--- config.mk ---
export PLATFORM = sky130hd
export DESIGN_NAME = reg_writeback_buffer
export DESIGN_NICKNAME = d
export VERILOG_FILES = /design/src/rtl/reg_writeback_buffer_pkg.sv /design/src/rtl/reg_writeback_buffer_bypass.sv /design/src/rtl/reg_writeback_buffer.sv
export SDC_FILE = /design/constraint.sdc
export NUM_CORES = 1
export LEC_CHECK = 0
export ABC_AREA = 0
export CAP_MARGIN = 20
export CORE_UTILIZATION = 45
export DETAILED_ROUTE_END_ITERATION = 10
export PLACE_DENSITY = 0.69
export SLEW_MARGIN = 20
export SYNTH_ARGS = -nofsm -noshare
export SYNTH_HDL_FRONTEND = slang
export SYNTH_SLANG_ARGS = --single-unit
--- constraint.sdc ---
create_clock -name clk -period 3.5 [get_ports clk]
set_clock_uncertainty 0.05 [all_clocks]
set_input_delay 0.525 -clock clk [delete_from_list [all_inputs] [get_ports clk]]
set_output_delay 0.525 -clock clk [all_outputs]
set_load 0.05 [all_outputs]
--- src/rtl/reg_writeback_buffer_pkg.sv ---
// Shared types and constants for the register writeback buffer.
// Entry layout is the {addr, data} pair queued toward the register file.
package reg_writeback_buffer_pkg;

  localparam int DATA_W     = 8;
  localparam int ADDR_W     = 3;
  localparam int NUM_REGS   = 2 ** ADDR_W;
  localparam int FIFO_DEPTH = 4;

  typedef struct packed {
    logic [ADDR_W-1:0] addr;
    logic [DATA_W-1:0] data;
  } wb_entry_t;

endpackage

--- src/rtl/reg_writeback_buffer_bypass.sv ---
// Age-ordered bypass search over queued entries plus the in-flight write.
// Later matches override earlier ones, so the youngest match wins.
module wb_bypass_match
  import reg_writeback_buffer_pkg::*;
#(
  parameter int DEPTH = FIFO_DEPTH,
  localparam int PTR_W = $clog2(DEPTH),
  localparam int CNT_W = PTR_W + 1
) (
  input  wb_entry_t [DEPTH-1:0] entries,
  input  logic [PTR_W-1:0]      rd_ptr,
  input  logic [CNT_W-1:0]      count,
  input  logic                  fly_valid,
  input  wb_entry_t             fly,
  input  logic [ADDR_W-1:0]     addr,
  output logic                  hit,
  output logic [DATA_W-1:0]     data
);

  logic [PTR_W-1:0] idx;

  always_comb begin
    hit  = 1'b0;
    data = '0;
    idx  = '0;
    if (fly_valid && fly.addr == addr) begin
      hit  = 1'b1;
      data = fly.data;
    end
    // walk oldest to youngest from the read pointer
    for (int i = 0; i < DEPTH; i++) begin
      idx = rd_ptr + PTR_W'(i);
      if (CNT_W'(i) < count && entries[idx].addr == addr) begin
        hit  = 1'b1;
        data = entries[idx].data;
      end
    end
  end

endmodule

--- src/rtl/reg_writeback_buffer.sv ---
// Writer-side FIFO front end of the register file with two bypass ports.
// Drains one entry per cycle onto a registered write port.
module reg_writeback_buffer
  import reg_writeback_buffer_pkg::*;
#(
  parameter int DEPTH = FIFO_DEPTH,
  localparam int CNT_W = $clog2(DEPTH) + 1
) (
  input  logic              clk,
  input  logic              reset_n,
  input  logic              res_valid,
  output logic              res_ready,
  input  logic [ADDR_W-1:0] res_addr,
  input  logic [DATA_W-1:0] res_data,
  input  logic              drain_en,
  output logic              rf_we,
  output logic [ADDR_W-1:0] rf_waddr,
  output logic [DATA_W-1:0] rf_wdata,
  input  logic [ADDR_W-1:0] byp1_addr,
  output logic              byp1_hit,
  output logic [DATA_W-1:0] byp1_data,
  input  logic [ADDR_W-1:0] byp2_addr,
  output logic              byp2_hit,
  output logic [DATA_W-1:0] byp2_data,
  output logic [CNT_W-1:0]  count
);

  localparam int PTR_W = $clog2(DEPTH);

  wb_entry_t [DEPTH-1:0] mem;
  wb_entry_t             fly;
  logic [PTR_W-1:0]      wr_ptr;
  logic [PTR_W-1:0]      rd_ptr;
  logic                  push;
  logic                  pop;

  assign res_ready = reset_n & (count < CNT_W'(DEPTH));
  assign push      = res_valid & res_ready;
  assign pop       = drain_en & (count != '0);
  assign fly       = '{addr: rf_waddr, data: rf_wdata};

  always_ff @(posedge clk) begin
    if (push)
      mem[wr_ptr] <= '{addr: res_addr, data: res_data};
  end

  always_ff @(posedge clk) begin
    if (!reset_n) begin
      wr_ptr   <= '0;
      rd_ptr   <= '0;
      count    <= '0;
      rf_we    <= 1'b0;
      rf_waddr <= '0;
      rf_wdata <= '0;
    end else begin
      if (push)
        wr_ptr <= wr_ptr + 1'b1;
      if (pop) begin
        rf_we    <= 1'b1;
        rf_waddr <= mem[rd_ptr].addr;
        rf_wdata <= mem[rd_ptr].data;
        rd_ptr   <= rd_ptr + 1'b1;
      end else begin
        rf_we <= 1'b0;
      end
      count <= count + CNT_W'(push) - CNT_W'(pop);
    end
  end

  wb_bypass_match #(.DEPTH(DEPTH)) u_byp1 (
    .entries   (mem),
    .rd_ptr    (rd_ptr),
    .count     (count),
    .fly_valid (rf_we),
    .fly       (fly),
    .addr      (byp1_addr),
    .hit       (byp1_hit),
    .data      (byp1_data)
  );

  wb_bypass_match #(.DEPTH(DEPTH)) u_byp2 (
    .entries   (mem),
    .rd_ptr    (rd_ptr),
    .count     (count),
    .fly_valid (rf_we),
    .fly       (fly),
    .addr      (byp2_addr),
    .hit       (byp2_hit),
    .data      (byp2_data)
  );

endmodule

# After elaboration in Yosys (flattened, before gate mapping)
# Index checks and enable logic that the tools add are counted.
dict set report op_classes {
  add_sub_neg 6
  mux 32
  n_eq_ne 10
  reduce_logical 12
  bitwise 3
  magnitude_cmp 11
}
# cell n
set ops {}
lappend ops {{11-bit binary-select mux with 2-bit select} 4}
lappend ops {{8-bit two-way mux} 10}
lappend ops {{11-bit two-way mux} 5}
lappend ops {{44-bit bitwise mux} 1}
lappend ops {{3-bit == test} 10}
lappend ops {{11-bit demux with 2-bit select} 1}
lappend ops {{2-bit by 3-bit < comparator with 1-bit output, second input constant} 5}
lappend ops {{1-bit logical AND} 11}
lappend ops {{1-bit two-way mux} 11}
lappend ops {{1-bit by 3-bit < comparator with 1-bit output, first input constant} 2}
lappend ops {{2-bit by 3-bit < comparator with 1-bit output, first input constant} 2}
lappend ops {{2-bit by 1-bit adder with 2-bit output, second input constant} 2}
lappend ops {{2-bit adder, second input constant} 2}
lappend ops {{3-bit by 1-bit adder with 3-bit output} 1}
lappend ops {{1-bit AND} 3}
lappend ops {{3-bit < comparator, second input constant} 1}
lappend ops {{3-bit nonzero test} 1}
lappend ops {{3-bit by 1-bit subtractor with 3-bit output} 1}
lappend ops {{2-bit by 1-bit greater-or-equal comparator with 1-bit output, second input constant} 1}
dict set report totals {
  out_inout_bits 34
  in_bits 21
  elab_cells 88
  regBits 63
}

# Longest topological paths before layout
# Gate-level depths: netlist of the first run.
dict set report depth {
  ltp_word 8
  mapped_depth 10
  mapped_depth_nobuf 10
}

# Cells and area by module
# From an unflattened synthesis of the first run, not the netlist that was laid out.
dict set report hier_totals {
  cells_unflattened 492
  area_unflattened_um2 6049.6
}
# module seq_area_each_um2 instances area_each_um2 cells_each
set by_module_without_submodules {}
lappend by_module_without_submodules {wb_bypass_match 0.0 2 1815.5 181}
lappend by_module_without_submodules {reg_writeback_buffer 1701.6 1 2418.6 130}

# Worst setup path after synthesis of the first run
# No wires, ideal clock.
dict set report synth_path {
  kind {flip-flop to output port}
  from {reg rd_ptr[1]}
  to {out byp1_data[0]}
  stages_incl_launch_ff 10
  required_time_ps 2925
  t_arrival_ps 3207
  n_path_buf 3
  path_slack_ps -282
  path_cell_list {dfxtp_1 > buf_4 > buf_2 > mux2i_1 > xnor2_1 > nor2_1 > o211ai_1 > clkbuf_1 > nor3_1 > a211oi_1}
}
dict set report synth_via {
  elab_chain_cells 8
  word_cells_on_any_way 23
  cone_classes {add/sub: 3; eq/ne: 4; mux: 12; reduce/logical: 4}
}
# item line_no
set synth_lines {}
lappend synth_lines {{start: declaration} reg_writeback_buffer.sv:33} ;# logic [PTR_W-1:0] rd_ptr;
lappend synth_lines {{start signal: assignment} reg_writeback_buffer.sv:62} ;# rd_ptr <= rd_ptr + 1'b1;
lappend synth_lines {{2-bit by 1-bit adder with 2-bit output or 11-bit binary-select mux with 2-bit select (tied branches)} {reg_writeback_buffer_bypass.sv:32, reg_writeback_buffer_bypass.sv:33, reg_writeback_buffer_bypass.sv:35}}
lappend synth_lines {{11-bit binary-select mux with 2-bit select or 11-bit two-way mux (tied branches)} {reg_writeback_buffer_bypass.sv:33, reg_writeback_buffer_bypass.sv:35}}
lappend synth_lines {{11-bit two-way mux (not written as such) or 3-bit == test (tied branches)} reg_writeback_buffer_bypass.sv:33} ;# if (CNT_W'(i) < count && entries[idx].addr == addr) begin
lappend synth_lines {{3-bit == test or 1-bit logical AND (tied branches)} reg_writeback_buffer_bypass.sv:33}
lappend synth_lines {{1-bit logical AND or 8-bit two-way mux (tied branches)} reg_writeback_buffer_bypass.sv:33}
lappend synth_lines {{8-bit two-way mux (2 in a row)} reg_writeback_buffer_bypass.sv:33}
lappend synth_lines {{8-bit two-way mux (*)} reg_writeback_buffer_bypass.sv:33}
lappend synth_lines {{end: declaration} reg_writeback_buffer.sv:21} ;# output logic [DATA_W-1:0] byp1_data,
# Mark *: on every way between the ends. The rest lies on a longest branch, timed or not. The select of a mux whose other input is x is not followed.

# Final worst setup path of the first run
dict set report layout_path {
  from {reg rd_ptr[0]}
  to {out byp1_data[0]}
}
# The elaborated chain is that of the path after synthesis.

==> impl_metrics.json, run 1 <==
{
  "reg2regPathDepth": 10,
  "synth_cell_types": 41,
  "critical_path.endpoint_type": "output port",
  "core-area_um2": 9280,
  "area_share_of_xor_xnor_cells_in_the_synthesized_design": 0.0766,
  "floorplan.die.width_um": 100,
  "antenna_found_initial": 0,
  "outcome": "finished clean",
  "first_global_vias": 3421,
  "avg_synthesized_cell_area_um2": 10.3,
  "clock_root_cell": "clkbuf_8",
  "timing.rr.start": "count[2]",
  "design_power_total_w": 0.00458,
  "clock_tree.htree_level_count": 3,
  "grt_usage": 0.226,
  "synth.cell_area_um2": 4350,
  "antenna-diode-count": 0,
  "slew_margin_rel": 0.602,
  "detail_route.wl_per_cell_um": 17.6,
  "synth_nets": 451,
  "chipHeight_um": 100,
  "hold_path_end": "rf_wdata[0]",
  "synth-compound-area-share": 0.142,
  "dominant_combinational_cell_family_by_area_after_synthesis": "multiplexers",
  "vias_post_dr": 3520,
  "tritoncts_clock_tree": "done",
  "synth.mux.area_fraction": 0.180,
  "n_fill_cell": 756,
  "worst_path_max_delay_cell": "or4_4",
  "row_count": 35,
  "grt_setup_unrepaired": "true",
  "net_total_in_the_final_layout": 514,
  "floorplan.die_area_um2": 10100,
  "crit_path_cell_trace": "buf_6 -> mux4_2 -> xor2_2 -> or4_4 -> o221a_1 -> a211oi_2 -> clkbuf_16",
  "cts_num_sinks": 63,
  "cts-root-to-sink-buffers": 2,
  "drt-pass1-iter-count": 5,
  "final_cell_count_no_fill": 618,
  "worstPathRequired_ns": 2.92,
  "ys.warnings.count": 0,
  "worst_hold_path.num_cells": 2,
  "synthesis_to_finish_area_growth_pct": 30.2,
  "layout_commonest_cell": "edfxtp_1",
  "crit_fanout": 5,
  "worstSetupStartpointType": "flip-flop",
  "first_pass_grt_wire_length_um": 17400,
  "setup-violations-final": 0,
  "critical_path_class": "reg2out",
  "post_synth_and_or_nand_nor_area_fraction": 0.137,
  "worst_setup_path_start": "rd_ptr[0]",
  "cts_hold_buffers": 0,
  "peak_vdd_ir_v": 0.000370,
  "detail_route.wirelength_um": 10900,
  "register_bit_total_from_synthesis": 63,
  "seqCellArea_um2": 1710,
  "globalRouteOverflowTotal": 0,
  "port_buffers": 54,
  "worst_skew_pair.late_latency_ns": 0.35,
  "reported_max_cap_violation_count": 0,
  "post-place-cells": 593,
  "drive_above_1_share": 0.247,
  "clk_pin_slew_ns": 0.09,
  "preCtsSetupSlack_ns": 0.197,
  "drt_drc_violations_left": 0,
  "dp_hpwl_um": 7950,
  "yosysSeqAreaShare": 0.391,
  "max_freq_ghz": 0.290,
  "highest_count_cells_in_the_layout_ignoring_fill_and_taps": "edfxtp_1, nand2_1, mux2i_1",
  "timing.rr.end": "count[2]",
  "pwr_density_cell_nw_per_um2": 810,
  "regToRegSetupSlack_ns": 1.10,
  "power.leakage_nw": 1.99,
  "drt_iter0_markers": 239,
  "period_minus_ws_final_ns": 3.45,
  "cp.arrival_ns": 2.88,
  "report.final.slew_viol_count": 0,
  "final_critical_path_setup_slack_ns": 0.0497,
  "grt_start_max_net_pins": 35,
  "start_util": 0.468,
  "hold_path_startpoint": "rf_wdata[0]",
  "number_of_buffers_inserted_during_clock_tree_synthesis": 9,
  "multi_input_comb_area_um2": 2560,
  "critPathMaxStageDelay_ns": 0.56,
  "hold_class": "reg2reg",
  "top_level_ports": 55,
  "ant_nets": 0,
  "synth_fa_ha_area_frac": 0.0276,
  "place_congestion": 0.887,
  "layout.core_utilization": 0.610,
  "period_share": 0.986,
  "via_per_inst": 5.70,
  "timing_hold_violations_final": 0,
  "mapped_cells": 421,
  "max_slew.worst_pin.slew_ns": 0.597
}
==> Yosys cell counts <==
| library cell | n | area, µm² |
|---|---|---|
| inv_2 | 2 | 7.51 |
| and3_1 | 12 | 75.1 |
| nand2b_1 | 1 | 6.26 |
| and2_1 | 7 | 43.8 |
| buf_1 | 3 | 11.3 |
| o21ai_1 | 9 | 45.0 |
| a21oi_1 | 16 | 80.1 |
| nand4_1 | 5 | 31.3 |
| nand2_1 | 43 | 161 |
| nor4_4 | 1 | 21.3 |
| ha_1 | 8 | 100 |
| buf_2 | 5 | 25.0 |
| fa_1 | 1 | 20.0 |
| inv_1 | 11 | 41.3 |
| or4_4 | 1 | 11.3 |
| or4b_1 | 1 | 10.0 |
| nor3_1 | 9 | 45.0 |
| a211oi_1 | 7 | 52.6 |
| edfxtp_1 | 44 | 1320 |
| o21ai_0 | 11 | 55.1 |
| o211ai_1 | 2 | 15.0 |
| or2_2 | 8 | 50.1 |
| nor2b_1 | 9 | 56.3 |
| clkbuf_1 | 19 | 71.3 |
| a221oi_1 | 8 | 70.1 |
| nor2_1 | 18 | 67.6 |
| a211oi_2 | 1 | 12.5 |
| o31ai_1 | 1 | 7.51 |
| xor2_1 | 9 | 78.8 |
| a21boi_0 | 11 | 82.6 |
| mux2i_1 | 42 | 420 |
| xnor2_1 | 29 | 254 |
| mux2_2 | 16 | 180 |
| buf_4 | 1 | 7.51 |
| and4_1 | 2 | 17.5 |
| a41oi_1 | 1 | 8.76 |
| buf_6 | 3 | 33.8 |
| dfxtp_1 | 19 | 380 |
| mux4_2 | 8 | 180 |
| o21a_1 | 1 | 7.51 |
| o221a_1 | 16 | 180 |
==> metal layers <==
metal,track usage,wire length [µm],vias up
li1,-,-,1676
met1,0.311,4980,1653
met2,0.341,4820,171
met3,0.0529,851,20
met4,0.0981,210,0
met5,0,0,-
==> what timing repair did <==
item	in CTS	in global routing
setup buffers	4	4
endpoints found under the setup margin	17	16
pin swaps	9	4
cloned	1	0
gates resized for setup	3	19
==> layout make-up <==
cell class / instances / share of cell area
clock inverter: 7 / 0.0184
sequential: 63 / 0.302
multi-input combinational: 315 / 0.452
tap: 129 / 0.0285
inverter: 13 / 0.00862
timing repair buffer: 82 / 0.168
clock buffer: 9 / 0.0219
==> power by group <==
group | switching, W | total [W] | internal, W
Sequential | 0.0000957 | 0.000982 | 0.000886
Combinational | 0.00164 | 0.00287 | 0.00124
Clock | 0.000322 | 0.000732 | 0.000410
==> flip-flops by register name, indices dropped and copies added, names as in the netlist <==
signal and count:
count 3, mem 44, rd_ptr 2, rf_waddr 3
rf_wdata 8, rf_we 1, wr_ptr 2
==> per-stage QoR <==
stage          hold WS, ns  instance area (µm²)  setup TNS [ns]
5_1_grt              0.489                 5660         -0.0704
6_report             0.455                 5660               0
2_1_floorplan        0.419                 4380               0
3_3_place_gp         0.435                 5260               0
3_5_place_dp         0.441                 5260               0
4_1_cts              0.456                 5540               0
==> how the worst max path moves through the flow <==
stage                        end
floorplan           byp1_data[6]
global placement    byp1_data[3]
detailed placement  byp1_data[3]
CTS                 byp2_data[0]
global route        byp1_data[1]
finish              byp1_data[0]
==> worst max-delay path: cells and delay by family, from the launching register on <==
family / cells / cell delay, ns
AO/OA/AOI/OAI: 2 / 0.54
multiplexers: 1 / 0.55
AND/OR/NAND/NOR: 1 / 0.56
buffers and inverters: 2 / 0.31
flip-flops: 1 / 0.37
XOR/XNOR: 1 / 0.19
==> cell families after synthesis <==
group | after synthesis
simple gates | 117
compound gates | 84
mux | 66
flops | 63
buf+inv | 44
xor+xnor | 38
fa+ha+maj | 9
(Power assumes the default switching activity.)
==> inputs of run 2 (changes only) <==
- SETUP_SLACK_MARGIN: unset -> 0.5
==> run 2 against run 1 <==
Effect of this change: clock power down 21%; setup slack worse by 0.018 ns; combinational power rose by 6%; global-route usage rose by 2.4 points; sequential cell count did not move; final area increased by 1.6%; non-clock buffer count shrank 4; worst hold slack improved by 0.0054 ns; highest routed layer unchanged.
==> impl_metrics.json, run 2 (same netlist as run 1, synthesis figures left out) <==
{
  "seq_power_share": 0.217,
  "design_power_total_w": 0.00462,
  "p_int_w": 0.00247,
  "globalRouteOverflowTotal": 0,
  "reported_max_cap_violation_count": 0,
  "critical_path.endpoint_type": "output port",
  "power.leakage_nw": 1.98,
  "chipHeight_um": 100,
  "post-place-cells": 592,
  "start_util": 0.468,
  "drt_iter0_markers": 147,
  "period_share": 0.991,
  "critical_path_class": "reg2out",
  "largest_register_by_flop_count": "mem",
  "clock_tree.htree_level_count": 3,
  "layout_commonest_cell": "edfxtp_1",
  "worstPathRequired_ns": 2.92,
  "final_cell_count_no_fill": 615,
  "antenna-diode-count": 0,
  "clk_pin_slew_ns": 0.08,
  "grt_usage": 0.250,
  "antenna_found_initial": 0,
  "core-area_um2": 9280,
  "report.final.slew_viol_count": 0,
  "port_buffers": 54,
  "detail_route.wl_per_cell_um": 19.7,
  "biggestRegsByFlops": "mem x44, rf_wdata x8",
  "grt_setup_unrepaired": "true",
  "slew_margin_rel": 0.479,
  "first_pass_grt_wire_length_um": 18900,
  "drt_drc_violations_left": 0,
  "setup-violations-final": 0,
  "hold_class": "reg2reg",
  "detail_route.wirelength_um": 12100,
  "via_per_inst": 5.73,
  "net_total_in_the_final_layout": 511,
  "cts-root-to-sink-buffers": 2,
  "period_minus_ws_final_ns": 3.47,
  "crit_fanout": 7,
  "max_slew.worst_pin.slew_ns": 0.781,
  "net-switching-power_w": 0.00215,
  "cp.arrival_ns": 2.89,
  "clock_root_cell": "clkbuf_8",
  "drive_above_1_share": 0.288,
  "largest_register_ff_count": 44,
  "floorplan.die.width_um": 100,
  "peak_vdd_ir_v": 0.000392,
  "pwr_density_cell_nw_per_um2": 804,
  "worst_skew_pair.late_latency_ns": 0.36,
  "tritoncts_clock_tree": "done",
  "max_freq_ghz": 0.288,
  "highest_count_cells_in_the_layout_ignoring_fill_and_taps": "edfxtp_1, nand2_1, mux2i_1",
  "cts_num_sinks": 63,
  "number_of_buffers_inserted_during_clock_tree_synthesis": 9,
  "power.switching_fraction": 0.466,
  "floorplan.die_area_um2": 10100,
  "regToRegSetupSlack_ns": 1.25,
  "final.setup.tns_ns": 0,
  "outcome": "finished clean",
  "grt_start_max_net_pins": 35,
  "share_clk_of_total_power": 0.126,
  "pwr-share-comb": 0.657,
  "top_level_ports": 55,
  "synthesis_to_finish_area_growth_pct": 32.2,
  "ant_nets": 0,
  "vias_post_dr": 3525,
  "drt-pass1-iter-count": 4,
  "timing_hold_violations_final": 0,
  "row_count": 35,
  "worstSetupStartpointType": "flip-flop",
  "place_congestion": 0.886,
  "dp_hpwl_um": 8630,
  "first_global_vias": 3627
}
-- run 2: changes by cell type in the layout (fill, tap and decap cells not counted), sizes merged --
| cell | change |
|---|---|
| buf | -4 |
| bufinv | -2 |
| clkinv | +2 |
| and4 | +1 |
| dlymetal6s2s | +1 |
| inv | -1 |
-- run 2: per-layer routing --
metal	part of all wire	wire length, µm	global-route usage	vias up
met4	0.021	255	0.0914	0
met2	0.53	6470	0.474	91
li1	-	-	-	1671
met5	0	0	0	-
met3	0.033	405	0.0341	18
met1	0.41	4990	0.285	1745
-- run 2: cell type report --
class	count	area, µm²
repair buffers	78	921
multi-input cells	316	2730
clock buffers	10	128
flip-flops and latches	63	1710
clock inverters	6	45.0
inverters	13	48.8
fillers	785	3540
well taps	129	161
-- run 2: through the flow --
| step | util | worst slack, ns | cell area (µm²) | hold slack [ns] |
|---|---|---|---|---|
| finish | 0.619 | 0.0321 | 5750 | 0.460 |
| global route | 0.619 | -0.0393 | 5750 | 0.489 |
| CTS | 0.611 | 0.0359 | 5680 | 0.466 |
| detailed placement | 0.574 | 0.242 | 5330 | 0.453 |
| global placement | 0.574 | 0.258 | 5330 | 0.432 |
| floorplan | - | 0.300 | 4480 | 0.419 |
-- run 2: timing repair --
item	CTS	global route
pin swaps	9	11
hold buffers	0	0
cloned	1	1
resized for setup	26	12
setup endpoints to repair	18	18
buffers inserted	4	1
-- run 2: worst max-delay path: stages (launching register included) --
cell and delay [ns]:
dfxtp_4 0.43, mux4_2 0.57, xor2_2 0.20, or4_4 0.59
o221a_1 0.29, a211oi_4 0.29, buf_12 0.18
-- run 2: path summary, 6_finish.rpt --
path / cells after the start / from / end
worst max-delay path: 6 / rd_ptr[0] / byp1_data[3]
worst min-delay path: 2 / wr_ptr[1] / wr_ptr[1]
worst max register to register: 10 / count[2] / count[2]
worst min register to register: 2 / wr_ptr[1] / wr_ptr[1]
-- run 2: power groups by stage --
stage	combinational [W]	sequential, W	clock [W]
floorplan	0.00170	0.00113	0
global placement	0.00280	0.00102	0
detailed placement	0.00283	0.00102	0
CTS	0.00297	0.00100	0.000587
global route	0.00320	0.00102	0.000612
finish	0.00304	0.00100	0.000581
